==> src/rtl/periph_timer.sv <==
// Memory-mapped 16-bit timer (CTL/TAR/CCR0) on the MAB/MDB bus with prescaler and IRQ.
// Optional feature macro: PERIPH_TIMER_UPDOWN_EN enables MC=11 up/down counting.
module periph_timer #(
  parameter logic [15:0] BASE = 16'h0160
) (
  input  logic        clk,
  input  logic        rst,
  input  logic [15:0] MAB_in,
  input  logic [15:0] MDB_in,
  input  logic        MW,
  input  logic        BW,
  output logic [15:0] MDB_periph,
  output logic        periph_sel,
  output logic        TA_IRQ
);

  localparam int unsigned DW = 16;
  localparam int unsigned PW = 3;
  localparam logic [DW-1:0] ADDR_TAR = BASE + 16'd2;
  localparam logic [DW-1:0] ADDR_CCR = BASE + 16'd4;
  localparam logic [DW-1:0] MAX_CNT  = 16'hFFFF;

  logic          ifg, ie;
  logic [1:0]    mc, id;
  logic [DW-1:0] tar, ccr0;
  logic [PW-1:0] presc;

  logic hit_ctl, hit_tar, hit_ccr;
  logic ctl_wr, tar_wr, ccr_wr, clr;
  logic running, tick, tick_eff;
  logic [PW-1:0] div_m1;
  logic [DW-1:0] tar_n, word_rd;
  logic          ifg_set;
`ifdef PERIPH_TIMER_UPDOWN_EN
  logic dir_down, dir_n;
`endif

  // Byte writes carry the byte in MDB_in[7:0] and land on the lane picked by the address LSB
  function automatic logic [DW-1:0] merge(input logic [DW-1:0] cur, input logic [DW-1:0] data,
                                          input logic bw, input logic hi);
    if (!bw)     return data;
    else if (hi) return {data[7:0], cur[7:0]};
    else         return {cur[15:8], data[7:0]};
  endfunction

  assign hit_ctl    = (MAB_in[15:1] == BASE[15:1]);
  assign hit_tar    = (MAB_in[15:1] == ADDR_TAR[15:1]);
  assign hit_ccr    = (MAB_in[15:1] == ADDR_CCR[15:1]);
  assign periph_sel = hit_ctl | hit_tar | hit_ccr;

  assign ctl_wr = MW & hit_ctl & (!BW | !MAB_in[0]);
  assign tar_wr = MW & hit_tar;
  assign ccr_wr = MW & hit_ccr;
  assign clr    = ctl_wr & MDB_in[2];

  // Read mux: addressed byte is zero-extended on byte reads
  always_comb begin
    word_rd = '0;
    if (hit_ctl)      word_rd = {8'h00, id, mc, 1'b0, 1'b0, ie, ifg};
    else if (hit_tar) word_rd = tar;
    else if (hit_ccr) word_rd = ccr0;
    if (BW) MDB_periph = MAB_in[0] ? {8'h00, word_rd[15:8]} : {8'h00, word_rd[7:0]};
    else    MDB_periph = word_rd;
  end

  assign TA_IRQ = ie & ifg;

  always_comb begin
    running = (mc == 2'b01) || (mc == 2'b10);
`ifdef PERIPH_TIMER_UPDOWN_EN
    running = running || (mc == 2'b11);
`endif
    case (id)
      2'd0:    div_m1 = 3'd0;
      2'd1:    div_m1 = 3'd1;
      2'd2:    div_m1 = 3'd3;
      default: div_m1 = 3'd7;
    endcase
  end

  assign tick     = running && (presc == div_m1);
  assign tick_eff = tick & !tar_wr & !clr;

  // Next counter value for a tick, per counting mode
  always_comb begin
    tar_n   = tar;
    ifg_set = 1'b0;
`ifdef PERIPH_TIMER_UPDOWN_EN
    dir_n   = dir_down;
`endif
    if (tick_eff) begin
      case (mc)
        2'b01: begin
          if (ccr0 == '0) tar_n = '0;
          else if (tar == ccr0 || tar == MAX_CNT) begin
            tar_n   = '0;
            ifg_set = 1'b1;
          end else tar_n = tar + 16'd1;
        end
        2'b10: begin
          tar_n   = tar + 16'd1;
          ifg_set = (tar == MAX_CNT);
        end
`ifdef PERIPH_TIMER_UPDOWN_EN
        2'b11: begin
          if (ccr0 == '0) begin
            tar_n = '0;
            dir_n = 1'b0;
          end else if (!dir_down) begin
            if (tar >= ccr0) begin
              dir_n = 1'b1;
              tar_n = tar - 16'd1;
            end else tar_n = tar + 16'd1;
          end else if (tar == 16'd1) begin
            tar_n   = '0;
            ifg_set = 1'b1;
          end else if (tar == '0) begin
            dir_n = 1'b0;
            tar_n = 16'd1;
          end else tar_n = tar - 16'd1;
        end
`endif
        default: tar_n = tar;
      endcase
    end
  end

  always_ff @(posedge clk or negedge rst) begin
    if (!rst) begin
      ifg   <= 1'b0;
      ie    <= 1'b0;
      mc    <= 2'b00;
      id    <= 2'b00;
      tar   <= '0;
      ccr0  <= '0;
      presc <= '0;
    end else begin
      if (ctl_wr) begin
        ie <= MDB_in[1];
        mc <= MDB_in[5:4];
        id <= MDB_in[7:6];
      end
      // Hardware IFG set beats a concurrent software clear
      if (ifg_set)     ifg <= 1'b1;
      else if (ctl_wr) ifg <= MDB_in[0];
      if (clr)         tar <= '0;
      else if (tar_wr) tar <= merge(tar, MDB_in, BW, MAB_in[0]);
      else             tar <= tar_n;
      if (ccr_wr) ccr0 <= merge(ccr0, MDB_in, BW, MAB_in[0]);
      if (tar_wr || clr || !running || tick) presc <= '0;
      else                                   presc <= presc + 3'd1;
    end
  end

`ifdef PERIPH_TIMER_UPDOWN_EN
  always_ff @(posedge clk or negedge rst) begin
    if (!rst)        dir_down <= 1'b0;
    else if (clr)    dir_down <= 1'b0;
    else if (!tar_wr) dir_down <= dir_n;
  end
`endif

endmodule

==> config.mk <==
export PLATFORM = sky130hd
export DESIGN_NAME = periph_timer
export DESIGN_NICKNAME = d
export VERILOG_FILES = /design/src/rtl/periph_timer.sv
export SDC_FILE = /design/constraint.sdc
export NUM_CORES = 1
export LEC_CHECK = 0
export CAP_MARGIN = 20
export CORE_ASPECT_RATIO = 0.5
export CORE_MARGIN = 10
export CORE_UTILIZATION = 55
export CTS_CLUSTER_DIAMETER = 100
export DETAILED_ROUTE_END_ITERATION = 16
export HOLD_SLACK_MARGIN = 0.06
export PLACE_DENSITY = 0.84
export SYNTH_ARGS = -nofsm -noshare
export SYNTH_HDL_FRONTEND = slang
export SYNTH_SLANG_ARGS = --single-unit
==> constraint.sdc <==
create_clock -name clk -period 3 [get_ports clk]
set_input_delay 0.3 -clock clk [delete_from_list [all_inputs] [get_ports clk]]
set_output_delay 0.3 -clock clk [all_outputs]
set_load 0.02 [all_outputs]
==> impl_results.md <==
* Crit Path Category: in2out
* Outcome: finished, final reports clean
* Vias in the first global route at roughly 2800
* Syn Nets at roughly 380
* H-tree Lvls at 2
* Sequential area share after synthesis at between 30 and 40%
* Placed insts at roughly 450
* Leading cell types by count after synthesis: dfrtp_1, nor2_1, nand2_1, clkbuf_1, o21ai_0
* Finished Cell Area at 0.00353 sq mm
* N_diodes at 0
* Largest net degree at the start of global routing at between 40 and 50
* Crit-path max cell delay at approximately 630 ps
* Dominant synthesized flop cell: dfrtp_1
* Die H at roughly 71 microns
* Critical path peak fanout at 8
* Relative slew margins at roughly a third
* Iter 0 DRT Violations at approximately 360
* Post-synth EDFFs at 0
* GR peak layer: met2
* Fin cells at around 450
* Synth warn at 0
* VDD IR-drop max at around 250 uV
* MaxCap Viol Count at 0
* Die W at about 120 microns
* Layout cells sized above 1 at ~9%
* Worst setup SP type: primary input
* Leak pwr at about 1.4 nW
* CTS Buffer Depth at 2
* Synth unique cells at 44
* Worst-path cell chain: clkdlybuf4s50_1 > nor4_2 > and4_1 > or2b_1 > nor2_1 > clkdlybuf4s50_1
* CP arrival at about 2500 ps
* Drt pass-1 iters at 6
* Met3 Use GR at under 10%
* Hold Vio Cnt, Final at 0
* Clock sink total at 41
* Worst-skew pair later-pin latency at ~300 ps
* Via count at roughly 2900
* Slowest CP cell: clkdlybuf4s50_1
* Nets at ~420
* Setup_tns at 0 ps
* DRT antenna net count at 0
* WP data required at between 2000 and 3000 ps
* First-pass GRT wire length at around 16000 microns
* Hold slack at 143 ps
* Tcrit/Tclk final at 94.3%
* DR vias/cell at 6.35
* Synth async-reset ratio at 100%
* Routability Congestion at around 0.97
* CTS Root Buffer Type: clkbuf_8
* WL final at 9840 microns
* Top cells by area, synth: dfrtp_1, xnor2_1, nor2_1
* P&R area growth vs syn at 23.1%
* Crit. End Element: output pin
* Io pins at 54
* Post-cts resize count at 0
* Port Buf Inserts at 53
* Unrepaired setup endpoints after global routing: false
* Max Freq at 0.353 GHz
* Count leader, synth: dfrtp_1
* Hold Path Class: in2async
* CTS Buf Count at 5
* Min cycle time layout at 2830 ps
* Area after DPL at ~0.0034 sq mm
* Total GRT Usage at 23.1%
* Tot Pwr at a little over 1 mW
* Least-Margin Pin Slew at around 1000 ps
* Mapped Cells at about 340
* Post-CTS Hold Fix Bufs at 0
* Initial antenna violation count at 0
* Mapped Area at between 0.002 and 0.003 sq mm
* CORE AREA at 0.00498 sq mm
* WL/cell at ~22 microns
* Yosys reg bits at 41
* Share of the synthesized area in the top cell type at between 30% and 40%
* HPWL after detailed placement at between 7000 and 8000 microns
* GR Layer Usage met1 at 32.0%
* TritonCTS clock tree: done
* Worst-path clk slew at around 80 ps
* Total gr overflow at 0
* Pwr/cell area at ~290 mW/mm^2
* Mean Syn Cell Area at between 8 and 9 sq um
* Number of setup buffers added after CTS at 0
* Clock Skew at 3.79 ps
* Initial Utilization at about 58%
* Row count at 18
* # setup viols final at 0
* Cell taking the most area after synthesis: dfrtp_1
* Die ar. at 0.00868 sq mm
* Slew Viols, Final at 0
* DRC at 0
* Top cell by count, worst path: clkdlybuf4s50_1
* Met2 usage at between 30% and 40%
==> registers in the layout (all words and copies together), names as in the netlist <==
signal,count
mc,2
ccr0,16
ifg,1
presc,3
tar,16
ie,1
id,2
==> cell families (layout without fill, tap and decap cells) <==
group / after synthesis / count (layout) / synth area share (%)
simple gates: 138 / 138 / 24.5
compound gates: 85 / 85 / 19.0
flops: 41 / 41 / 35.8
buf+inv: 30 / 75 / 4.28
mux: 22 / 22 / 8.90
xor+xnor: 19 / 19 / 5.80
fa+ha+maj: 4 / 4 / 1.75
==> placed cells by master (no fill, tap or decap), drive strengths merged, types with 2 or more instances in the layout <==
master,count
o21ai,21
mux2,13
nor4,9
nor2,33
nand2b,2
dfrtp,41
clkdlybuf4s50,52
a21oi,17
and2,4
mux2i,9
xnor2,19
buf,11
nor2b,10
nor3,12
a22oi,16
inv,4
nand4,9
and4,3
ha,4
and3,7
clkbuf,6
nand3,15
a31oi,4
nand2,28
o22ai,2
a211oi,15
clkinv,2
a221oi,2
==> area by class of cell <==
type                       count  area, sq um
fill                         409         1450
clock inverter                 2         10.0
clock buffer                   6         72.6
timing repair buffer          63          601
inverter                       4         15.0
sequential                    41         1030
multi-input combinational    268         1720
tap                           70         87.6
==> power breakdown <==
part           leakage (nW)  internal [mW]  total [mW]  switching (mW)
clock                0.0450          0.161       0.357           0.196
sequential            0.563          0.553       0.554         0.00128
combinational         0.801         0.0591       0.123          0.0638
total                  1.41          0.773        1.03           0.261
==> metrics by stage <==
stage	util [%]	worst slack [ps]
after CTS	70.9	204
after global routing	70.9	125
after floorplan	-	817
final	70.9	170
after global placement	69.3	292
after detailed placement	69.3	221
==> critical path, delay by kind of cell <==
family / cells / cell delay [ps]
buffers and inverters: 2 / 1050
AND/OR/NAND/NOR: 4 / 1180
==> metal layers <==
layer | vias up | share of wire [%]
li1 | 1329 | -
met1 | 1360 | 43
met2 | 181 | 43
met3 | 12 | 13
met4 | 0 | 0.83
met5 | - | 0
==> worst paths after layout <==
kind / from / endpoint / slack [ps] / depth (start not counted)
max: MAB_in[10] / MDB_periph[13] / 170 / 6
min: rst / tar[13]$_DFFE_PN0P_ / 140 / 1
max reg2reg: tar[1]$_DFFE_PN0P_ / tar[12]$_DFFE_PN0P_ / 630 / 7
min reg2reg: presc[0]$_DFF_PN0_ / presc[0]$_DFF_PN0_ / 550 / 1
max in group asynchronous: rst / ccr0[7]$_DFFE_PN0P_ / 2270 / 1
min in group clk: presc[0]$_DFF_PN0_ / presc[0]$_DFF_PN0_ / 550 / 1
(Power assumes the default switching activity.)
